### config.mk
export PLATFORM = sky130hd
export DESIGN_NAME = dq_burst_sched
export DESIGN_NICKNAME = d
export VERILOG_FILES = /design/src/rtl/dq_burst_sched.sv
export SDC_FILE = /design/constraint.sdc
export NUM_CORES = 1
export LEC_CHECK = 0
export CAP_MARGIN = 20
export CORE_ASPECT_RATIO = 0.5
export CORE_MARGIN = 10
export CORE_UTILIZATION = 61
export CTS_BUF_LIST = sky130_fd_sc_hd__clkbuf_2
export DETAILED_ROUTE_END_ITERATION = 12
export GPL_TIMING_DRIVEN = 0
export PLACE_DENSITY = 0.82
export SETUP_SLACK_MARGIN = 0.05
export SYNTH_ARGS = -nofsm -noshare
export SYNTH_HDL_FRONTEND = slang
export SYNTH_SLANG_ARGS = --single-unit
### constraint.sdc
create_clock -name mem_clk -period 4 [get_ports mem_clk]
set_input_delay 0.4 -clock mem_clk [delete_from_list [all_inputs] [get_ports mem_clk]]
set_output_delay 0.4 -clock mem_clk [all_outputs]
set_load 0.1 [all_outputs]
### src/rtl/dq_burst_sched.sv
// Burst scheduler feeding the DQ SerDes: buffers write data, applies CAS latency,
// then streams a write burst out or captures a read burst back.
module dq_burst_sched #(
  parameter int unsigned WIDTH       = 32,
  parameter int unsigned BURST_WORDS = 8,
  parameter int unsigned FIFO_DEPTH  = 16,
  parameter int unsigned LAT_W       = 6,
  parameter int unsigned TURN_CYC    = 2
) (
  input  logic                        mem_clk,
  input  logic                        rst_n,
  input  logic                        wr_cmd,
  input  logic                        rd_cmd,
  input  logic [LAT_W-1:0]            cwl,
  input  logic [LAT_W-1:0]            cl,
  input  logic                        wd_valid,
  input  logic [WIDTH-1:0]            wd_data,
  output logic                        wd_ready,
  output logic [WIDTH-1:0]            wdata,
  output logic                        SerDes_en,
  output logic                        SerDes_Sel,
  input  logic [WIDTH-1:0]            rdata_in,
  output logic                        rd_valid,
  output logic [WIDTH-1:0]            rd_data,
  output logic                        busy,
  output logic [$clog2(FIFO_DEPTH):0] fifo_level,
  output logic                        cmd_err,
  output logic                        underrun_err
);

  localparam int unsigned AW = $clog2(FIFO_DEPTH);
  localparam int unsigned LW = AW + 1;
  localparam int unsigned BW = (BURST_WORDS > 1) ? $clog2(BURST_WORDS) : 1;
  localparam int unsigned TW = (TURN_CYC > 1) ? $clog2(TURN_CYC) : 1;

  typedef enum logic [2:0] {
    S_IDLE, S_WR_WAIT, S_WR_BURST, S_RD_WAIT, S_RD_BURST, S_TURN
  } state_e;

  state_e            state_q, state_d;
  logic [LAT_W-1:0]  lat_q, lat_d;
  logic [BW-1:0]     beat_q, beat_d;
  logic [TW-1:0]     turn_q, turn_d;
  logic [AW-1:0]     wr_ptr_q, wr_ptr_d, rd_ptr_q, rd_ptr_d;
  logic [LW-1:0]     level_q, level_d;
  logic [WIDTH-1:0]  wdata_q, wdata_d, rd_data_q, rd_data_d;
  logic              en_q, en_d, sel_q, sel_d, rd_valid_q, rd_valid_d;
  logic              busy_q, busy_d, cmd_err_q, cmd_err_d, under_q, under_d;
  logic              ready_q, ready_d;
  logic              push, pop;
  logic [WIDTH-1:0]  mem [FIFO_DEPTH];

  // State register plus all registered outputs and FIFO bookkeeping.
  always_ff @(posedge mem_clk or negedge rst_n) begin
    if (!rst_n) begin
      state_q    <= S_IDLE;
      lat_q      <= '0;
      beat_q     <= '0;
      turn_q     <= '0;
      wr_ptr_q   <= '0;
      rd_ptr_q   <= '0;
      level_q    <= '0;
      wdata_q    <= '0;
      rd_data_q  <= '0;
      en_q       <= 1'b0;
      sel_q      <= 1'b0;
      rd_valid_q <= 1'b0;
      busy_q     <= 1'b0;
      cmd_err_q  <= 1'b0;
      under_q    <= 1'b0;
      ready_q    <= 1'b1;
    end else begin
      state_q    <= state_d;
      lat_q      <= lat_d;
      beat_q     <= beat_d;
      turn_q     <= turn_d;
      wr_ptr_q   <= wr_ptr_d;
      rd_ptr_q   <= rd_ptr_d;
      level_q    <= level_d;
      wdata_q    <= wdata_d;
      rd_data_q  <= rd_data_d;
      en_q       <= en_d;
      sel_q      <= sel_d;
      rd_valid_q <= rd_valid_d;
      busy_q     <= busy_d;
      cmd_err_q  <= cmd_err_d;
      under_q    <= under_d;
      ready_q    <= ready_d;
    end
  end

  // Storage needs no reset; occupancy is tracked by the pointers and level.
  always_ff @(posedge mem_clk) begin
    if (push) mem[wr_ptr_q] <= wd_data;
  end

  // Next-state: latency countdown, beat counter and bus turnaround.
  always_comb begin
    state_d = state_q;
    lat_d   = lat_q;
    beat_d  = beat_q;
    turn_d  = turn_q;
    case (state_q)
      S_IDLE: begin
        if (wr_cmd) begin
          lat_d   = cwl;
          state_d = (cwl == '0) ? S_WR_BURST : S_WR_WAIT;
        end else if (rd_cmd) begin
          lat_d   = cl;
          state_d = (cl == '0) ? S_RD_BURST : S_RD_WAIT;
        end
      end
      S_WR_WAIT, S_RD_WAIT: begin
        lat_d = lat_q - LAT_W'(1);
        if (lat_q == LAT_W'(1)) begin
          state_d = (state_q == S_WR_WAIT) ? S_WR_BURST : S_RD_BURST;
        end
      end
      S_WR_BURST, S_RD_BURST: begin
        if (beat_q == BW'(BURST_WORDS - 1)) begin
          beat_d = '0;
          if (TURN_CYC == 0) begin
            state_d = S_IDLE;
          end else begin
            state_d = S_TURN;
            turn_d  = TW'(TURN_CYC - 1);
          end
        end else begin
          beat_d = beat_q + BW'(1);
        end
      end
      S_TURN: begin
        if (turn_q == '0) state_d = S_IDLE;
        else              turn_d  = turn_q - TW'(1);
      end
      default: state_d = S_IDLE;
    endcase
  end

  // Outputs are computed from the upcoming state so they line up with it.
  always_comb begin
    push       = wd_valid && ready_q;
    pop        = 1'b0;
    wdata_d    = '0;
    en_d       = 1'b0;
    sel_d      = sel_q;
    under_d    = under_q;
    rd_valid_d = (state_q == S_RD_BURST);
    rd_data_d  = rd_valid_d ? rdata_in : rd_data_q;
    cmd_err_d  = (state_q == S_IDLE) ? (wr_cmd && rd_cmd) : (wr_cmd || rd_cmd);
    busy_d     = (state_d != S_IDLE);
    case (state_d)
      S_WR_BURST: begin
        en_d  = 1'b1;
        sel_d = 1'b1;
        if (level_q != '0) begin
          pop     = 1'b1;
          wdata_d = mem[rd_ptr_q];
        end else begin
          under_d = 1'b1;
        end
      end
      S_RD_BURST: begin
        en_d  = 1'b1;
        sel_d = 1'b0;
      end
      default: begin
        en_d = 1'b0;
      end
    endcase
    level_d  = level_q + LW'(push) - LW'(pop);
    wr_ptr_d = wr_ptr_q + AW'(push);
    rd_ptr_d = rd_ptr_q + AW'(pop);
    ready_d  = (level_d != LW'(FIFO_DEPTH));
  end

  assign wd_ready     = ready_q;
  assign wdata        = wdata_q;
  assign SerDes_en    = en_q;
  assign SerDes_Sel   = sel_q;
  assign rd_valid     = rd_valid_q;
  assign rd_data      = rd_data_q;
  assign busy         = busy_q;
  assign fifo_level   = level_q;
  assign cmd_err      = cmd_err_q;
  assign underrun_err = under_q;

endmodule

==> flow_summary_export.csv <==
group,metric,value,unit
layout,syn_to_final_growth,19.2,%
global_routing,antenna_found_initial,4,
layout,final_util,0.741,
power_and_ir_drop,p_sw,7.23,mW
clock_network,cts_sinks,609,
die,rows,50,
detailed_routing,drt_iter0_drc,1645,
yosys,synth_seq_cells,609,
power_and_ir_drop,power_density,701,mW/mm^2
yosys,synthesis.area,0.0233,sq mm
clock_network,clk_pin_slew,0.12,ns
detailed_routing,first_pass_iters,8,
clock_network,numCtsBuffers,131,
global_routing,grt_pass1_vias,13400,
global_routing,grt-busiest-layer,"met2",
layout,final_cell_mix,"edfxtp_1 (512), clkbuf_2 (211), mux4_2 (160), clkdlybuf4s50_1 (155), dfrtp_1 (96)",
timing,finalMaxSlewViolations,0,
timing,post-route-min-period,3.81,ns
yosys,syn_nets,1139,
detailed_routing,drcViolationCount,0,
timing,rsz0062_at_grt,"true",
global_routing,grtUsageTotal,0.249,
power_and_ir_drop,irDropWorstVdd,0.000354,V
timing,finClkSkew,0.0729,ns
layout,drive_above_1_share,0.342,
job,cap_viol_max_count,0,
yosys,synth_seq_area_share,0.763,
clock_network,ctsLongestPathBuffers,3,
worst_setup_path,endpoint_kind,"flip-flop",
yosys,synth-async-reset-ratio,0.159,
layout,nFillCells,1977,
timing,hold_viol,0,
layout,final_cells,2002,
placement,port_buffers,156,
power_and_ir_drop,p_total,19.5,mW
placement,post-place-ws,-0.355,ns
yosys,synth_edf_count,512,
worst_hold_path,worstHoldPathType,"input pin to flip-flop",
global_routing,overflow,0,
timing,relSlewSlack,0.313,
detailed_routing,wl,57.0,mm
detailed_routing,wl_per_cell,28.4,um
global_routing,grt_start_max_net_pins,70,
yosys,ys_warn_count,0,
yosys,syn_area_per_cell,22.4,sq um
layout,fin_nets,1500,
clock_network,htree_num_levels,4,
global_routing,grt_pass1_wl,84.5,mm
timing,setup_violations,0,
worst_setup_path,worst_ep_required_time,5.00,ns
worst_setup_path,cp_max_fo,3,
layout,layout_commonest_cell,"edfxtp_1",
timing,fin_ws,0.186,ns
detailed_routing,postRouteAntennaNets,0,
clock_network,clk_latency,1.09,ns
placement,gp_congestion,0.818,
placement,dp.cells,1722,
die,dieArea,0.0469,sq mm
power_and_ir_drop,clkPwrFrac,0.200,
timing,timing.final.crit_share,0.954,
die,initial_core_util,0.621,
power_and_ir_drop,seq_power_share,0.416,
yosys,yosysUniqueCellTypes,50,
outcome,status,"finished, final reports clean",
global_routing,grtUsageMet3,0.0742,
yosys,syn_inst,1043,
yosys,synthFlopType,"edfxtp_1",
placement,hpwl,36.3,mm
die,io-pin-count,157,
power_and_ir_drop,combinationalPowerShare,0.384,
die,die_x,297,um
global_routing,grtUsageMet2,0.418,
power_and_ir_drop,switching_share,0.371,
worst_setup_path,startpoint_type,"flip-flop",
die,core_area,0.0375,sq mm
timing,tightest_slew,1.03,ns
power_and_ir_drop,power_leakage,9.68,nW
power_and_ir_drop,intPower,12.3,mW
clock_network,cts_root_buf,"clkbuf_2",
global_routing,use_met1,0.313,
timing,fmax,0.262,GHz
worst_setup_path,arrival,4.82,ns
worst_setup_path,critPathKind,"flip-flop to flip-flop",
clock_network,cts_tree,"done",
detailed_routing,via_count,12500,
die,die_h,158,um
detailed_routing,vias_per_cell,6.24,
[power by group through the flow]
stage,Sequential [mW],Combinational (mW),Clock (mW)
3_5_place_dp,8.24,7.36,0
5_1_grt,8.18,7.80,4.30
3_3_place_gp,8.20,6.87,0
2_1_floorplan,9.80,3.50,0
6_report,8.11,7.49,3.90
4_1_cts,8.10,7.45,3.95
[flip-flops by register name, indices dropped and copies added, names as in the netlist, 3 cells and up]
signal / cells
beat_q: 3
fifo_level: 5
lat_q: 6
mem: 512
rd_data: 32
rd_ptr_q: 4
state_q: 3
wdata: 32
wr_ptr_q: 4
[cell usage after synthesis (3+ instances only)]
master | n | area share
edfxtp_1 | 512 | 0.66
xnor2_1 | 6 | 0.0023
buf_2 | 14 | 0.0030
mux2i_1 | 4 | 0.0017
nor2b_2 | 12 | 0.0045
dfrtp_1 | 96 | 0.10
o211ai_1 | 3 | 0.00097
nor2b_1 | 23 | 0.0062
mux2_2 | 34 | 0.016
nand3_1 | 7 | 0.0015
nand2_1 | 12 | 0.0019
o21ai_0 | 5 | 0.0011
nor4b_1 | 3 | 0.0011
nand2b_1 | 5 | 0.0013
clkbuf_1 | 29 | 0.0047
nor4_1 | 3 | 0.00080
inv_1 | 14 | 0.0023
a21oi_1 | 7 | 0.0015
mux4_2 | 160 | 0.15
nor2_1 | 27 | 0.0043
nor3_1 | 8 | 0.0017
nand3b_1 | 4 | 0.0013
buf_1 | 3 | 0.00048
ha_1 | 14 | 0.0075
xor2_1 | 4 | 0.0015
[repair_timing]
| action | in CTS | in global routing |
|---|---|---|
| gates cloned | 0 | 0 |
| setup endpoints to repair | 2 | 2 |
| hold endpoints to repair | 130 | 0 |
| gates resized for setup | 1 | 1 |
| pin swaps | 4 | 4 |
| buffers inserted | 2 | 3 |
| hold buffers | 37 | 0 |
[through the flow]
stage	hold WS (ns)	area (sq um)	setup TNS (ns)
6_report	0.152	27800	0
5_1_grt	0.0931	27800	0
4_1_cts	0.0396	27800	0
3_5_place_dp	0.405	26100	-0.602
3_3_place_gp	0.463	25500	-543.95
2_1_floorplan	0.104	23300	0
[worst max-delay path: stages (launching register included)]
cell and delay (ns):
dfrtp_1 0.39, inv_1 0.09, ha_1 0.15, or4b_4 0.49
or2_4 0.26, a311o_1 0.32, o2111ai_4 0.30, buf_6 0.14
inv_1 0.08, ha_1 0.30, inv_1 0.04, ha_1 0.21
fa_2 0.37, a21oi_2 0.13, nor2_1 0.05, nor2_1 0.16
xnor2_1 0.18, nand3b_1 0.12
[cell families after synthesis]
kind of cell	count (synthesis)	share of synthesized area
AO/OA/AOI/OAI	31	0.0107
XOR/XNOR	10	0.00376
multiplexers	198	0.173
flip-flops	609	0.763
adder cells (fa/ha/maj)	15	0.00837
buffers and inverters	63	0.0120
AND/OR/NAND/NOR	117	0.0292
[metal layers]
metal / routed length, um / share of wire
met5: 11 / 0.00019
met4: 1100 / 0.019
met3: 6200 / 0.11
met2: 28800 / 0.51
met1: 20900 / 0.37
[worst paths after layout]
path | startpoint | to | slack [ns] | cells after the start
setup reg to reg | lat_q[1]$_DFFE_PN0P_ | wd_ready$_DFF_PN1_ | 0.19 | 17
hold reg to reg | underrun_err$_DFFE_PN0P_ | underrun_err$_DFFE_PN0P_ | 0.50 | 1
min in group asynchronous | rst_n | wdata[28]$_DFF_PN0_ | 0.42 | 4
setup / recovery | lat_q[1]$_DFFE_PN0P_ | wd_ready$_DFF_PN1_ | 0.19 | 17
max in group asynchronous | rst_n | rd_data[19]$_DFFE_PN0P_ | 3.15 | 4
hold / removal | cl[5] | lat_q[5]$_DFFE_PN0P_ | 0.15 | 4
[final cells by class]
cell class	count	area, sq um	area share
Antenna cell	5	12.5	0.000450
Buffer	49	228	0.00819
Clock buffer	211	1060	0.0380
Clock inverter	21	168	0.00603
Inverter	14	52.6	0.00189
Multi-Input combinational cell	371	5370	0.193
Sequential cell	609	17800	0.640
Tap cell	494	618	0.0222
Timing Repair Buffer	228	2500	0.0899
Note: power is estimated with default switching activity, not from simulation.
==> edit 1 (config.mk and constraints unchanged) <==
The output `cmd_err` loses its register stage (`cmd_err_q` becomes a continuous assignment).
--- a/src/rtl/dq_burst_sched.sv
+++ b/src/rtl/dq_burst_sched.sv
@@ -66,7 +66,6 @@
       sel_q      <= 1'b0;
       rd_valid_q <= 1'b0;
       busy_q     <= 1'b0;
-      cmd_err_q  <= 1'b0;
       under_q    <= 1'b0;
       ready_q    <= 1'b1;
     end else begin
@@ -83,11 +82,12 @@
       sel_q      <= sel_d;
       rd_valid_q <= rd_valid_d;
       busy_q     <= busy_d;
-      cmd_err_q  <= cmd_err_d;
       under_q    <= under_d;
       ready_q    <= ready_d;
     end
   end
+
+  assign cmd_err_q = cmd_err_d;
 
   // Storage needs no reset; occupancy is tracked by the pointers and level.
   always_ff @(posedge mem_clk) begin
Behaviour: not the same (Yosys sat finds a counterexample within 4 cycles, from zero or initial values and one cycle with rst_n low).
==> edit 1 against the unedited design <==
  * Cell count decreased by 0.85%
  * Routed wire length decreased by 1.7%
  * Count of clock-buffer cells in the layout decreased by 33
  * Clock skew increased by 34 ps
  * Non-clock buffer count decreased by 3
  * Synthesized area decreased by 0.11%
  * Final area decreased by 0.53%
  * Power decreased by 2.0%
  * Largest power group unchanged
  * Synthesized cell count about the same
  * Sequential cell count decreased by 1
  * Setup slack got worse by 16 ps
==> edit 1: results (changes against the unedited design) <==
status: finished, final reports clean (unchanged)
Post-Place Setup Slack: -251.8 ps (was -354.9 ps)
first drt pass iteration count: 7 (was 8)
non-filler cells, final: 1985 (was 2002)
leak pwr: 9.516 nW (was 9.679 nW)
Area after DPL: 26120 µm² (was 26130 µm²)
hold slack: 119.6 ps (was 151.9 ps)
routed length per instance: 28.21 µm (was 28.45 µm)
vias in the first global route: 13130 (was 13430)
GPL Wtd Cong: 0.8178 (was 0.8179)
Sw Share: 0.3765 (was 0.3706)
synthesized net count: 1138 (was 1139)
Clock net power: 0.00349 W (was 0.00390 W)
top cells by area, synth: edfxtp_1, mux4_2, dfrtp_1, mux2_2, ha_1 (unchanged)
CTS Hold Bufs: 35 (was 37)
Nets: 1486 (was 1500)
PostCTS Resize Cnt: 2 (was 1)
Non-CTS buffers: 274 (was 277)
Starting DRT DRC Count: 1563 (was 1645)
CTS H-tree depth: 3 (was 4)
vias per cell: 6.256 (was 6.241)
worst clock skew: 107.2 ps (was 72.94 ps)
Reg2Reg Depth: 16 (was 17)
largest net degree at the start of global routing: 74 (was 70)
Post-Place Cells: 1718 (was 1722)
Post-synth top cells: edfxtp_1, mux4_2, dfrtp_1 (unchanged)
syn avg cell area: 22.36 µm² (about the same)
multi-input logic area: 5388 µm² (was 5368 µm²)
share of cells above drive strength 1: 0.3224 (was 0.3420)
Worst VDD drop: 450.2 µV (was 354.1 µV)
ANT cells: 2 (was 5)
Storage cell area: 17780 µm² (was 17800 µm²)
edit 1: cell types whose count changed after synthesis:
cell	change
dfrtp_1	-1
edit 1: per-layer routing:
layer | share of wire | track usage | up-vias | routed length [µm]
met3 | 0.11 | 0.06459 | 111 | 6032
met5 | 0 | 0 | - | 0
met1 | 0.37 | 0.3172 | 6333 | 20590
li1 | - | - | 5087 | -
met2 | 0.50 | 0.4026 | 888 | 27960
met4 | 0.025 | 0.07996 | 0 | 1406
edit 1: worst min-delay path, delay by kind of cell:
kind                   cells  cell delay [ps]
AOI/OAI and AO/OA          1              140
buffers and inverters      1              500
and+or+nand+nor            1               80
edit 1: cell families (layout without fill, tap and decap cells):
logic type	Yosys count	after routing	share of synthesized area
simple gates	117	117	0.02922
compound gates	31	31	0.01069
mux	198	198	0.1728
fa+ha+maj	15	15	0.008378
buf+inv	63	510	0.01203
xor+xnor	10	10	0.003759
flops	608	608	0.7631
other cells	0	2	0
==> edit 2 (same settings) <==
Made on the original files. `WIDTH`: 32 -> 24.
--- a/src/rtl/dq_burst_sched.sv
+++ b/src/rtl/dq_burst_sched.sv
@@ -1,7 +1,7 @@
 // Burst scheduler feeding the DQ SerDes: buffers write data, applies CAS latency,
 // then streams a write burst out or captures a read burst back.
 module dq_burst_sched #(
-  parameter int unsigned WIDTH       = 32,
+  parameter int unsigned WIDTH       = 24,
   parameter int unsigned BURST_WORDS = 8,
   parameter int unsigned FIFO_DEPTH  = 16,
   parameter int unsigned LAT_W       = 6,
Ports: changed (resized rd_data, rdata_in, wd_data and wdata); port bits go from 157 to 125. No check against the original RTL was run, so the function may have changed too.
==> edit 2 against the unedited design <==
  * Sequential cell count decreased by 144
  * Critical path depth unchanged
  * Clock skew decreased by 9.9 ps
  * Fmax increased by 1.9%
  * Synthesized area decreased by 22%
  * Largest power group unchanged
  * Routed wire length decreased by 23%
  * Final area decreased by 22%
  * Setup slack improved by 72 ps
  * Power decreased by 22%
==> edit 2: results (changes against the unedited design) <==
first drt pass iteration count: 5 (was 8)
Adder-Cell Fraction of Synth Area: 0.01126 (was 0.008369)
Worst VDD drop: 362.5 µV (was 354.1 µV)
critical path arrival: 4650 ps (was 4820 ps)
routed wire length: 43.63 mm (was 56.96 mm)
CTS buffer count: 97 (was 131)
max reg flops: 384 (was 512)
GPL Wtd Cong: 0.7998 (was 0.8179)
vias post-DR: 9818 (was 12500)
FFs w/ async S/R, synth: 0.1742 (was 0.1593)
crit path max-delay cell type: fa_1 (was or4b_4)
worst skew pair latency: 1020 ps (was 1090 ps)
CP Max Fanout: 10 (was 3)
post-synthesis mux area share: 0.1672 (was 0.1726)
first-pass GRT wire length: 65.60 mm (was 84.52 mm)
top cells by area, synth: edfxtp_1, mux4_2, dfrtp_1, nor3b_2, mux2_1 (was edfxtp_1, mux4_2, dfrtp_1, mux2_2, ha_1)
share of cells above drive strength 1: 0.3247 (was 0.3420)
XOR/XNOR Fraction of Synth Area: 0.003845 (was 0.003755)
CP max stage delay: 440 ps (was 490 ps)
post-synthesis compound-gate area fraction: 0.01696 (was 0.01068)
status: finished, final reports clean (unchanged)
EDFF count, synth: 384 (was 512)
vias in the first global route: 10430 (was 13430)
CTS H-tree depth: 3 (was 4)
Post-Place Setup Slack: -311.0 ps (was -354.9 ps)
All-Layer GR Usage: 0.2375 (was 0.2490)
Post-Place Cells: 1370 (was 1722)
post-synthesis sequential area ratio: 0.7440 (was 0.7634)
Rel. slew slack: 0.2825 (was 0.3125)
synthesized net count: 917 (was 1139)
[edit 2: cell count changes in the layout (fill, tap and decap cells not counted), moves of 7 or more]
cell	before	now
clkdlybuf4s50_1	155	123
clkbuf_1	29	13
edfxtp_1	512	384
mux4_2	160	120
nor3b_1	2	9
clkinv_1	7	18
mux2_2	34	8
dfrtp_1	96	80
nor3b_2	0	20
nor2b_2	12	0
nor2b_1	23	4
dlygate4sd3_1	36	27
mux2_1	0	19
clkbuf_2	211	160
[edit 2: timing repair]
action | 4_1_cts | 5_1_grt
hold endpoints to repair | 105 | 0
endpoints found under the setup margin | 2 | 2
pin swaps | 2 | 2
hold buffers | 27 | 0
setup buffers | 1 | 2
resized for setup | 1 | 5
[edit 2: layout make-up]
type	instances	area, µm²	area share
plain buffers	40	264.0	0.01222
multi-input cells	319	4488	0.2078
inverters	13	48.80	0.002259
diodes	3	7.507	0.0003475
clock buffers	159	795.8	0.03684
flip-flops and latches	465	13560	0.6277
clock inverters	23	100.1	0.004634
repair buffers	173	1848	0.08555
well taps	391	489.2	0.02265
[edit 2: layer usage]
metal / vias up / wire length [µm] / track usage
met5: - / 0 / 0
met4: 0 / 1112 / 0.08271
met3: 102 / 4814 / 0.06416
met2: 699 / 21500 / 0.3890
met1: 4958 / 16200 / 0.3070
li1: 4059 / - / -
[edit 2: report_power, final]
part / total, W / internal, W / switching (W)
Combinational: 0.00615 / 0.00240 / 0.00374
Sequential: 0.00624 / 0.00595 / 0.000296
Clock: 0.00285 / 0.00104 / 0.00181
[edit 2: worst paths after layout]
kind | start | to | slack (ps) | cells after the start
max | beat_q[0]$_DFFE_PN0N_ | wd_ready$_DFF_PN1_ | 260 | 17
min | cl[5] | lat_q[5]$_DFFE_PN0P_ | 150 | 3
max reg2reg | beat_q[0]$_DFFE_PN0N_ | wd_ready$_DFF_PN1_ | 260 | 17
min reg2reg | rd_data[11]$_DFFE_PN0P_ | rd_data[11]$_DFFE_PN0P_ | 500 | 1
max in group asynchronous | rst_n | wdata[16]$_DFF_PN0_ | 2230 | 4
min in group asynchronous | rst_n | wdata[4]$_DFF_PN0_ | 490 | 4
[edit 2: logic make-up (layout without fill, tap and decap cells)]
kind of cell / count (synthesis) / in the layout
buf+inv: 53 / 408
mux: 151 / 151
compound gates: 37 / 37
flops: 465 / 465
fa+ha+maj: 16 / 16
simple gates: 107 / 107
other cells: 0 / 3
xor+xnor: 8 / 8
[edit 2: stage by stage]
step,util,area [µm²],setup TNS (ps)
floorplan,-,18230,0
global placement,0.6826,19960,-171860
detailed placement,0.6968,20370,-508.1
CTS,0.7372,21550,0
global route,0.7389,21600,0
finish,0.7389,21600,0
